### src/rtl/perf_run_monitor.sv
// perf_run_monitor: run-control FSM, saturating cycle and event counters,
// watchdog, and a registered counter read port for a pipelined CPU.

// One saturating counter lane with a sticky overflow flag.
module perf_run_counter #(
  parameter int W = 32
) (
  input  logic         clk,
  input  logic         reset,
  input  logic         zero,
  input  logic         inc,
  output logic [W-1:0] cnt,
  output logic         ovf
);

  // Zero on reset or run (re)arm; otherwise count and saturate at all-ones.
  always_ff @(posedge clk) begin
    if (reset || zero) begin
      cnt <= '0;
      ovf <= 1'b0;
    end else if (inc) begin
      if (&cnt) ovf <= 1'b1;
      else      cnt <= cnt + 1'b1;
    end
  end

endmodule

module perf_run_monitor #(
  parameter int CNT_WIDTH      = 32,
  parameter int NUM_EVENTS     = 4,
  parameter int TIMEOUT_CYCLES = 100000,
  parameter int SEL_WIDTH      = 4
) (
  input  logic                  clk,
  input  logic                  reset,
  input  logic                  start,
  input  logic                  clear,
  input  logic                  end_program,
  input  logic [NUM_EVENTS-1:0] event_in,
  input  logic [SEL_WIDTH-1:0]  rd_sel,
  output logic [CNT_WIDTH-1:0]  rd_data,
  output logic [NUM_EVENTS:0]   overflow,
  output logic                  running,
  output logic                  done,
  output logic                  timeout
);

  typedef enum logic [1:0] {IDLE, RUN, DONE, TIMEOUT} state_t;

  localparam logic [63:0] TO_LIM = 64'(TIMEOUT_CYCLES);

  state_t state, state_nxt;

  // Lane 0 is the cycle counter, lane i+1 is event channel i.
  logic [NUM_EVENTS:0][CNT_WIDTH-1:0] cnt_arr;
  logic [NUM_EVENTS:0]                inc_vec;
  logic                               zero_all;
  logic                               in_run;
  logic [CNT_WIDTH-1:0]               cyc_post;
  logic                               to_hit;
  logic [CNT_WIDTH-1:0]               rd_next;

  // A clear in RUN wins over counting; start in IDLE rearms all lanes.
  assign in_run   = (state == RUN) && !clear;
  assign zero_all = clear || ((state == IDLE) && start);
  assign inc_vec  = {event_in & {NUM_EVENTS{in_run}}, in_run};

  // Cycle count as it will be after this edge, saturation included.
  assign cyc_post = (&cnt_arr[0]) ? cnt_arr[0] : cnt_arr[0] + 1'b1;
  assign to_hit   = (TIMEOUT_CYCLES != 0) && (64'(cyc_post) == TO_LIM);

  for (genvar g = 0; g <= NUM_EVENTS; g++) begin : g_lane
    perf_run_counter #(.W(CNT_WIDTH)) u_cnt (
      .clk   (clk),
      .reset (reset),
      .zero  (zero_all),
      .inc   (inc_vec[g]),
      .cnt   (cnt_arr[g]),
      .ovf   (overflow[g])
    );
  end

  // State register.
  always_ff @(posedge clk) begin
    if (reset) state <= IDLE;
    else       state <= state_nxt;
  end

  // Next state: clear first, then end_program beats the watchdog.
  always_comb begin
    state_nxt = state;
    if (clear) begin
      state_nxt = IDLE;
    end else begin
      case (state)
        IDLE:    if (start) state_nxt = RUN;
        RUN:     if (end_program) state_nxt = DONE;
                 else if (to_hit) state_nxt = TIMEOUT;
        default: state_nxt = state;
      endcase
    end
  end

  assign running = (state == RUN);
  assign done    = (state == DONE);
  assign timeout = (state == TIMEOUT);

  // Read mux over pre-edge counter values; out-of-range selects read 0.
  always_comb begin
    rd_next = '0;
    for (int i = 0; i <= NUM_EVENTS; i++)
      if (rd_sel == SEL_WIDTH'(i)) rd_next = cnt_arr[i];
  end

  // Registered read data, one cycle behind rd_sel.
  always_ff @(posedge clk) begin
    if (reset) rd_data <= '0;
    else       rd_data <= rd_next;
  end

endmodule

### config.mk
export PLATFORM = sky130hd
export DESIGN_NAME = perf_run_monitor
export DESIGN_NICKNAME = d
export VERILOG_FILES = /design/src/rtl/perf_run_monitor.sv
export SDC_FILE = /design/constraint.sdc
export NUM_CORES = 1
export LEC_CHECK = 0
export ABC_CLOCK_PERIOD_IN_PS = 2750
export BUFFER_PORTS_ARGS = -buffer_cell sky130_fd_sc_hd__buf_2
export CORE_ASPECT_RATIO = 1.75
export CORE_MARGIN = 10
export CORE_UTILIZATION = 56
export DETAILED_ROUTE_END_ITERATION = 10
export PLACE_DENSITY_LB_ADDON = 0.08
export SYNTH_ARGS = -nofsm -noshare
export SYNTH_HDL_FRONTEND = slang
export SYNTH_SLANG_ARGS = --single-unit
### constraint.sdc
create_clock -name clk -period 2.75 [get_ports clk]
set_input_delay 0.275 -clock clk [delete_from_list [all_inputs] [get_ports clk]]
set_output_delay 0.275 -clock clk [all_outputs]
set_load 0.05 [all_outputs]
==> metrics.cfg, run 1 <==
[grt]
grt_pass1_wl_um=46100
grt_use_total_pct=24.0
antenna_found_initial=0
grt_pass1_vias=8946
overflow=0
grt_max_degree=53

[sta]
hold_violations=0
period_needed_ns=2.68
finClkSkew_ns=0.00680
tightest_slew_ns=0.884
slew_violations=0
finalCritPeriodShare_pct=97.4
maxSlewHeadroom_pct=40.8
whs_ns=0.100
setup_viol=0
grt_setup_unrepaired=false
fin_ws_ns=0.0703
fmax_mhz=373

[synthesis]
synth_top_family_by_area=simple AND/OR/NAND/NOR gates
synth_cell_types=59
synth-compound-area-share_pct=11.4
synth-adder-area-share_pct=0.620
ys_warn_count=0
async_flop_share_pct=0
synth_edf_count=0
synth.avg_cell_area_um2=8.06
synthXorXnorAreaFrac_pct=11.1
synth_seq_cells=199
syn_inst=1252
synth_ff_type=dfxtp_1
yosysSeqAreaShare_pct=39.5
muxShareOfSynthArea_pct=3.39
netlist_area_um2=10100
syn-num-nets=1270
synth-simple-area-share_pct=29.7

[pwr]
p_per_area_nw_per_um2=470
clockPowerShare_pct=43.6
switchingPower_mw=1.21
pwr-share-seq_pct=53.6
ir_drop_v=0.000372
netSwitchingFraction_pct=22.4
cellLeakagePower_nw=3.75
p_int_mw=4.18
p_comb_share_pct=2.8

[placed_design]
preCtsSetupSlack_ns=-0.110
io_buffers=52
dp_cells=1529
place.gp.congestion=1.03
hpwl_um=21600
dpl_cell_area_um2=10900

[drt]
routed_wl_um=28800
drt_iter0_markers=803
routed_via_density=5.97
post_drt_wl_per_cell_um=18.4
vias=9307
route.detailed.drc=0
dr.pass1.iters=5
drtAntennaViolNets=0

[layout]
final_cells=1560
syn_to_final_growth_pct=13.6
final_layout_size_suffix_gt1_share_pct=13.2
antenna-diode-count=0
final_util_pct=65.0
layout.nets=1336
fillers=1582
stdcell_area_um2=11500

[clock_network]
clkTransAtPathRegs_ns=0.07
clockBufferDepth=2
numCtsBuffers=17
cts_tree=built
postCtsHoldBufs=0
htreeDepth=4
clockRootBuffer=clkbuf_16
clk_latency_ns=0.44
clock-sinks=199

[critical_path]
critPathTopFamily=simple AND/OR/NAND/NOR gates
cp_slowest_cell=or4b_2
critical_path_buf_inv_count=1
path_cells=ha_1 > nand3_2 > or3_4 > nor4_1 > buf_4 > or4b_2 > a22o_1 > or4_1 > o21ai_1
cp.required_ns=3.12
cp.arrival_ns=3.05
crit_type=flip-flop to flip-flop
slowest_delay_ns=0.67
critPathLaunchType=flip-flop
end_kind=flip-flop
crit_fanout=12

[die]
die_area_um2=24000
start_util_pct=57.3
placementRows=64
die_x_um=121
core_um2=17600
io_pins=53
die_height_um=198

[run]
cap_violations=0

[worst_hold_path]
hp-class=input port to flip-flop

[run_status]
status=complete, no violations

## Yosys cell counts, types with 27 or more instances
master	count	share of area (%)
a21oi_1	47	2.3
a221oi_1	27	2.3
clkbuf_1	59	2.2
dfxtp_1	199	39
mux2i_1	33	3.3
nand2_1	102	3.8
nand3_1	54	2.7
nand4_1	51	3.2
nor2_1	193	7.2
nor3_1	53	2.6
o21ai_0	66	3.3
or3_1	35	2.2
xnor2_1	82	7.1
xor2_1	46	4.0
## final cells by class
cell class / count / area, um^2 / share of cell area [%]
Clock inverter: 9 / 80.1 / 0.699
Tap cell: 231 / 289 / 2.52
Inverter: 23 / 86.3 / 0.754
Timing Repair Buffer: 128 / 856 / 7.47
Clock buffer: 21 / 450 / 3.93
Multi-Input combinational cell: 949 / 5710 / 49.8
Sequential cell: 199 / 3980 / 34.8
## power by group through the flow
stage	sequential (mW)	clock, mW	combinational [mW]
5_1_grt	2.88	2.48	0.164
4_1_cts	2.88	2.37	0.152
3_3_place_gp	2.95	0	0.151
2_1_floorplan	2.95	0	0.0915
3_5_place_dp	2.95	0	0.152
6_report	2.88	2.35	0.153
## per-layer routing
| layer | track usage [%] | routed length (um) |
|---|---|---|
| met2 | 43.8 | 15100 |
| met4 | 11.2 | 1030 |
| met3 | 3.58 | 1190 |
| met1 | 26.2 | 11400 |
| met5 | 0 | 0 |
## worst reg2reg max path: stages, from the launching register on
cell,delay [ns]
dfxtp_1,0.32
ha_1,0.22
nand3_2,0.12
or3_4,0.17
nor4_1,0.06
buf_4,0.18
or4b_2,0.68
a22o_1,0.24
or4_1,0.49
o21ai_1,0.14
## registers in the layout (all words and copies together) (netlist names)
register and flops:
rd_data 32, g_lane.u_cnt.ovf 5, g_lane.u_cnt.cnt 160, state 2
## stage by stage
stage	TNS [ns]	power [mW]
3_5_place_dp	-0.110	3.10
3_3_place_gp	-0.126	3.10
5_1_grt	0	5.53
4_1_cts	0	5.41
6_report	0	5.38
2_1_floorplan	0	3.04
## final timing paths
check	slack [ns]	to	cells after the start	start
worst max-delay path	0.07	state[1]	9	g_lane[0].u_cnt.cnt[0]
worst min-delay path	0.10	state[0]	2	clear
worst max register to register	0.07	state[1]	9	g_lane[0].u_cnt.cnt[0]
worst min register to register	0.47	g_lane[4].u_cnt.ovf	2	g_lane[4].u_cnt.ovf
## cells by family after synthesis
family / count (synthesis)
DFF: 199
adders and majority gates: 5
and+or+nand+nor: 598
xor gates and xnor gates: 128
muxes: 34
buffers and inverters: 104
AOI/OAI and AO/OA: 184
## cells in the final DEF, fill, tap and decap left out, types with 23 or more instances in the layout
cell type | netlist | layout
nor2_1 | 193 | 193
dfxtp_1 | 199 | 199
buf_2 | 11 | 52
xnor2_1 | 82 | 82
mux2i_1 | 33 | 33
nor3_1 | 53 | 53
buf_4 | 5 | 74
nand3_1 | 54 | 54
or3_1 | 35 | 34
a221oi_1 | 27 | 27
inv_1 | 23 | 23
xor2_1 | 46 | 46
nand4_1 | 51 | 51
nand2_1 | 102 | 102
a21oi_1 | 47 | 47
o21ai_0 | 66 | 66
## timing repair
action                     in CTS  in global routing
pin swaps                       0                  1
setup endpoints to repair       1                  1
setup buffers                   0                  1
gates resized for setup         1                  1
No activity file was read; power rests on OpenSTA's default activity.
==> inputs of run 2 (changes only) <==
ABC_CLOCK_PERIOD_IN_PS = 2200   (was 2750)
clock period = 2.2 ns   (was 2.75 ns; I/O delays follow)
==> metrics.cfg, run 2 (synthesized netlist as in run 1, its figures left out) <==
[run_status]
status=finished, violations left
violations=negative setup slack

[drt]
post_drt_wl_per_cell_um=18.3  ; -0.60%
drtAntennaViolNets=0  ; unchanged
vias=9951  ; +6.9%
routed_via_density=5.91  ; -0.89%
routed_wl_um=30800  ; +7.2%
route.detailed.drc=0  ; unchanged
drt_iter0_markers=890  ; +11%
dr.pass1.iters=5  ; unchanged

[grt]
grt_pass1_vias=9714  ; +8.6%
grt_pass1_wl_um=48400  ; +5.0%
overflow=0  ; unchanged
grt_use_total_pct=25.1  ; +1.1 points
antenna_found_initial=0  ; unchanged
grt_max_degree=58  ; +9.4%

[clock_network]
htreeDepth=4  ; unchanged
clockBufferDepth=2  ; unchanged
clk_latency_ns=0.45  ; about the same
clkTransAtPathRegs_ns=0.07  ; about the same
numCtsBuffers=17  ; unchanged
cts_tree=built
postCtsHoldBufs=0  ; unchanged
clockRootBuffer=clkbuf_16
clock-sinks=199  ; unchanged

[layout]
layout.nets=1457  ; +9.1%
stdcell_area_um2=13000  ; +14%
final_cell_mix=nor2_1 (181), buf_4 (181), dfxtp_1 (173), nand2_1 (99), xnor2_1 (76)
final_layout_size_suffix_gt1_share_pct=27.3  ; +14 points
syn_to_final_growth_pct=29.1
antenna-diode-count=0  ; unchanged
largest-register=g_lane.u_cnt.cnt
largest_reg_flops=160  ; unchanged
reg.largest.list=g_lane.u_cnt.cnt (160), rd_data (32), g_lane.u_cnt.ovf (5)

[die]
die_x_um=121  ; unchanged
io_pins=53  ; unchanged
placementRows=64  ; unchanged
die_area_um2=24000  ; unchanged
core_um2=17600  ; unchanged
start_util_pct=57.3  ; unchanged
die_height_um=198  ; unchanged

[sta]
slew_violations=0  ; unchanged
setup_viol=23  ; +23
fin_ws_ns=-0.295  ; -0.366 ns
maxSlewHeadroom_pct=66.2  ; +25 points
finClkSkew_ns=0.00906  ; +0.00227 ns
grt_setup_unrepaired=true
fmax_mhz=401  ; +7.4%
whs_ns=0.0341  ; -0.0660 ns
tightest_slew_ns=0.502  ; -0.383 ns
hold_violations=0  ; unchanged
finalCritPeriodShare_pct=113  ; +16 points
period_needed_ns=2.50  ; -0.184 ns

[pwr]
p_comb_share_pct=3.1  ; +0.3 points
p_int_mw=5.44  ; +30%
total_power_mw=7.00  ; +30%
clockPowerShare_pct=45.5  ; +1.9 points
netSwitchingFraction_pct=22.4  ; -0.044 points
pwr-share-seq_pct=51.4  ; -2.2 points
ir_drop_v=0.000485  ; +30%
switchingPower_mw=1.57  ; +30%
p_per_area_nw_per_um2=538  ; +14%
cellLeakagePower_nw=4.54  ; +21%

[critical_path]
rr_startpoint=g_lane[0].u_cnt.cnt[21]
critPathLaunchType=flip-flop
r2r_end=state[1]
crit_type=flip-flop to flip-flop
cp.required_ns=2.58  ; -0.54 ns
critPathTopFamily=simple AND/OR/NAND/NOR gates
path_cells=nand4_4 > or2_2 > xnor2_1 > or4b_2 > a22o_1 > or4_1 > o21ai_1
end_kind=flip-flop
slowest_delay_ns=0.61  ; -0.06 ns
r2r_slack_ns=-0.30  ; -0.37 ns
critical_path_buf_inv_count=0  ; -1
cp_slowest_cell=or4b_2
crit_fanout=3  ; -9
r2r_cells=7  ; -2
cp.arrival_ns=2.88  ; -0.17 ns

[run]
cap_violations=0  ; unchanged

[placed_design]
place.gp.congestion=0.992  ; -3.3%
hpwl_um=22800  ; +5.7%
dpl_cell_area_um2=11800  ; +8.5%
io_buffers=52  ; unchanged

[worst_hold_path]
min_to=state[0]
hold_path_depth=2  ; unchanged
hp-class=input port to flip-flop
hp-start=clear

-- run 2: changes by cell type in the layout (fill, tap and decap cells not counted), moves of 9 or more --
cell,change
buf_4,+107
dfxtp_1,-26
dfxtp_2,+24
nor2_1,-12
nor3_1,-10
buf_6,+9
-- run 2: per-stage QoR --
stage | cells | setup TNS (ns) | worst slack, ns | util (%)
2_1_floorplan | 1252 | -0.422 | -0.288 | -
3_5_place_dp | 1636 | -3.15 | -0.371 | 67.2
4_1_cts | 1669 | -0.638 | -0.262 | 71.2
3_3_place_gp | 1636 | -1.85 | -0.266 | 67.2
5_1_grt | 1683 | -3.80 | -0.365 | 73.9
6_report | 1683 | -1.71 | -0.295 | 73.9
-- run 2: how the worst max path moves through the flow --
stage	start	end	slack (ns)	cells after the start
5_1_grt	g_lane[0].u_cnt.cnt[1]	state[1]	-0.36	8
6_report	g_lane[0].u_cnt.cnt[21]	state[1]	-0.30	7
2_1_floorplan	g_lane[0].u_cnt.cnt[3]	state[1]	-0.29	9
3_5_place_dp	g_lane[0].u_cnt.cnt[25]	state[1]	-0.37	7
3_3_place_gp	g_lane[0].u_cnt.cnt[25]	state[1]	-0.27	7
4_1_cts	g_lane[0].u_cnt.cnt[1]	state[1]	-0.26	8
-- run 2: metal layers --
metal  up-vias  track usage (%)  share of wire [%]
met5         -                0                  0
met4         0             15.8                5.4
met3        91             3.89                5.3
met2       304             45.4                 52
met1      4759             26.2                 37
li1       4797                -                  -
-- run 2: power groups by stage --
stage | sequential (mW) | combinational, mW | clock (mW)
2_1_floorplan | 3.69 | 0.117 | 0
3_3_place_gp | 3.69 | 0.200 | 0
3_5_place_dp | 3.69 | 0.200 | 0
4_1_cts | 3.60 | 0.201 | 3.22
5_1_grt | 3.60 | 0.229 | 3.36
6_report | 3.60 | 0.215 | 3.19
-- run 2: worst reg2reg max path, cell delays in order (launching register included) --
cell     delay (ns)
dfxtp_2        0.35
nand4_4        0.11
or2_2          0.33
xnor2_1        0.17
or4b_2         0.61
a22o_1         0.24
or4_1          0.50
o21ai_1        0.12
-- run 2: layout make-up --
| class | instances | area (um^2) |
|---|---|---|
| clock buffer | 22 | 474 |
| inverter | 23 | 86.3 |
| sequential | 199 | 4020 |
| timing repair buffer | 249 | 1850 |
| fill | 1418 | 4590 |
| multi-input combinational | 949 | 6190 |
| clock inverter | 10 | 119 |
| tap | 231 | 289 |
-- run 2: what timing repair did --
action,CTS,global route
cloned,0,1
pin swaps,7,42
endpoints found under the setup margin,44,75
gates resized for setup,31,99
endpoints found under the hold margin,0,0
setup buffers,1,13
==> inputs of run 3 (changes only) <==
ABC_AREA = 1   (was unset)
==> metrics.cfg, run 3 <==
[run_status]
status=complete, no violations

[grt]
grt_pass1_vias=13164  ; +36%
grt_pass1_wl_um=71000  ; +47%
grt_use_total_pct=34.3  ; +9.2 points
grt_max_degree=54  ; -6.9%
overflow=0  ; unchanged
antenna_found_initial=0  ; unchanged

[synthesis]
ys_warn_count=0  ; unchanged
netlist_area_um2=11600  ; +15%
synthTopCellsByArea=dfxtp_1 (34%), nand2_1 (14%), nor2_1 (7.7%)
syn-num-nets=1801  ; +42%
synth_cell_types=48  ; -19%
async_flop_share_pct=0  ; unchanged
synth.most_common_cell=nand2_1
synth.avg_cell_area_um2=6.50  ; -19%
yosys.area.top_type_share_pct=34.4  ; -5.1 points
yosysSeqAreaShare_pct=34.4  ; -5.1 points
synth_ff_type=dfxtp_1
synth_edf_count=0  ; unchanged
yosysTopAreaCell=dfxtp_1
synth_seq_cells=199  ; unchanged
syn_inst=1783  ; +42%
synth_commonest_cells=nand2_1 (444), nor2_1 (237), inv_1 (208), dfxtp_1 (199), a21oi_1 (130)

[die]
start_util_pct=56.9  ; -0.34 points
die_height_um=210  ; +6.5%
core_um2=20400  ; +16%
die_area_um2=27100  ; +13%
placementRows=69  ; +7.8%
die_x_um=129  ; +6.0%
io_pins=53  ; unchanged

[clock_network]
clock-sinks=199  ; unchanged
cts_tree=built
clk_latency_ns=0.47  ; +0.02 ns
clockBufferDepth=2  ; unchanged
clkTransAtPathRegs_ns=0.07  ; about the same
clockRootBuffer=clkbuf_16
numCtsBuffers=17  ; unchanged
htreeDepth=4  ; unchanged

[pwr]
ir_drop_v=0.000568  ; +17%
total_power_mw=7.10  ; +1.4%
cellLeakagePower_nw=5.19  ; +14%
p_per_area_nw_per_um2=497  ; -7.5%

[critical_path]
cp.required_ns=2.55  ; -0.03 ns
critical_path_buf_inv_count=2  ; +2
crit_type=flip-flop to flip-flop
critPathTopFamily=simple AND/OR/NAND/NOR gates
cp_slowest_cell=dfxtp_4
path_cells=nand2_4 > buf_4 > nor2_4 > nand2_4 > nor2_8 > buf_4 > nand4_1 > nand2_1 > nor2_2 > nand3_2 > nor2_4 > nand3_4 > nand2_2 > nor3b_2
critPathLaunchType=flip-flop
end_kind=flip-flop
slowest_delay_ns=0.39  ; -0.22 ns
crit_fanout=4  ; +1
cp.arrival_ns=2.48  ; -0.40 ns

[worst_hold_path]
hp-class=input port to flip-flop

[placed_design]
place.gp.congestion=1.01  ; +2.3%
io_buffers=52  ; unchanged
dpl_cell_area_um2=13300  ; +12%
preCtsSetupSlack_ns=-0.418  ; -0.0470 ns
hpwl_um=36100  ; +58%
dp_cells=2199  ; +34%

[sta]
finClkSkew_ns=0.0131  ; +0.00408 ns
hold_violations=0  ; unchanged
period_needed_ns=2.14  ; -0.358 ns
fin_ws_ns=0.0626  ; +0.358 ns
finalCritPeriodShare_pct=97.2  ; -16 points
fmax_mhz=468  ; +17%
slew_violations=0  ; unchanged
setup_viol=0  ; -100%
maxSlewHeadroom_pct=40.2  ; -26 points
grt_setup_unrepaired=true
fin_tns_setup_ns=0  ; +1.71 ns
tightest_slew_ns=0.874  ; +0.372 ns

[layout]
final_cell_mix=nand2_1 (428), inv_1 (207), nor2_1 (205), buf_4 (183), dfxtp_1 (177)
final_cells=2245  ; +33%
final_layout_size_suffix_gt1_share_pct=20.1  ; -7.2 points
reg.largest.list=g_lane.u_cnt.cnt (160), rd_data (32), g_lane.u_cnt.ovf (5)
layout.nets=2001  ; +37%
fillers=1830  ; +29%
syn_to_final_growth_pct=23.2
layout_commonest_cell=nand2_1
largest-register=g_lane.u_cnt.cnt
largest_reg_flops=160  ; unchanged
stdcell_area_um2=14300  ; +9.7%

[drt]
vias=13366  ; +34%
route.detailed.drc=0  ; unchanged
dr.pass1.iters=9  ; +4
drt_iter0_markers=1179  ; +32%
routed_wl_um=46400  ; +50%
drtAntennaViolNets=0  ; unchanged
post_drt_wl_per_cell_um=20.7  ; +13%
routed_via_density=5.95  ; +0.69%

[run]
cap_violations=0  ; unchanged

-- run 3: cell count changes after synthesis, moves of 24 or more --
| cell | before | now |
|---|---|---|
| nand2_1 | 102 | 444 |
| inv_1 | 23 | 208 |
| a21oi_1 | 47 | 130 |
| xnor2_1 | 82 | 9 |
| nor2_1 | 193 | 237 |
| or3_1 | 35 | 0 |
| mux2i_1 | 33 | 0 |
| nand3_1 | 54 | 87 |
| o221ai_1 | 0 | 24 |
-- run 3: logic make-up (layout without fill, tap and decap cells) --
kind of cell | Yosys count | in the layout | share of synthesized area [%]
AOI/OAI and AO/OA | 293 | 293 | 15.2
and+or+nand+nor | 949 | 949 | 36.0
other | 0 | 1 | 0
DFF | 199 | 199 | 34.4
adders and majority gates | 5 | 5 | 0.539
xor gates and xnor gates | 61 | 61 | 4.61
buffers and inverters | 276 | 489 | 9.33
-- run 3: power breakdown --
group | total, mW | switching (mW) | leakage (nW) | internal [mW]
Combinational | 0.354 | 0.255 | 3.30 | 0.0983
Sequential | 3.62 | 0.0114 | 1.62 | 3.61
Clock | 3.12 | 1.54 | 0.275 | 1.59
-- run 3: final cells by class --
class | count | area, um^2 | share of cell area, %
clock inverters | 11 | 87.6 | 0.613
diodes | 1 | 2.50 | 0.0175
clock buffers | 21 | 480 | 3.36
inverters | 216 | 813 | 5.69
well taps | 248 | 310 | 2.17
multi-input cells | 1308 | 6820 | 47.7
repair buffers | 241 | 1750 | 12.3
flip-flops and latches | 199 | 4020 | 28.1
-- run 3: worst reg2reg max path, delay by kind of cell (launching register included) --
family,cells,cell delay [ns]
and+or+nand+nor,12,1.37
DFF,1,0.39
buffers and inverters,2,0.28
-- run 3: what timing repair did --
item,CTS,global route
setup endpoints to repair,2,48
setup buffers,3,10
hold buffers,0,0
endpoints found under the hold margin,0,0
resized for setup,45,59
pin swaps,6,15
-- run 3: per-stage QoR --
stage          utilization (%)  hold WS, ns
3_5_place_dp              65.3        0.442
4_1_cts                   68.8       0.0379
5_1_grt                   70.1       0.0702
2_1_floorplan                -        0.390
6_report                  70.1       0.0378
3_3_place_gp              65.3        0.436
-- run 3: layer usage --
layer	GRT usage, %	part of all wire [%]
met1	32.2	32
met2	60.2	50
met3	7.39	6.8
met4	31.9	11
met5	0	0
-- run 3: path summary, 6_finish.rpt --
path	startpoint	cells past startpoint	slack (ns)	end
min reg2reg	g_lane[3].u_cnt.ovf	2	0.46	g_lane[3].u_cnt.ovf
min	end_program	4	0.04	state[0]
max	g_lane[0].u_cnt.cnt[3]	14	0.06	state[1]
max reg2reg	g_lane[0].u_cnt.cnt[3]	14	0.06	state[1]
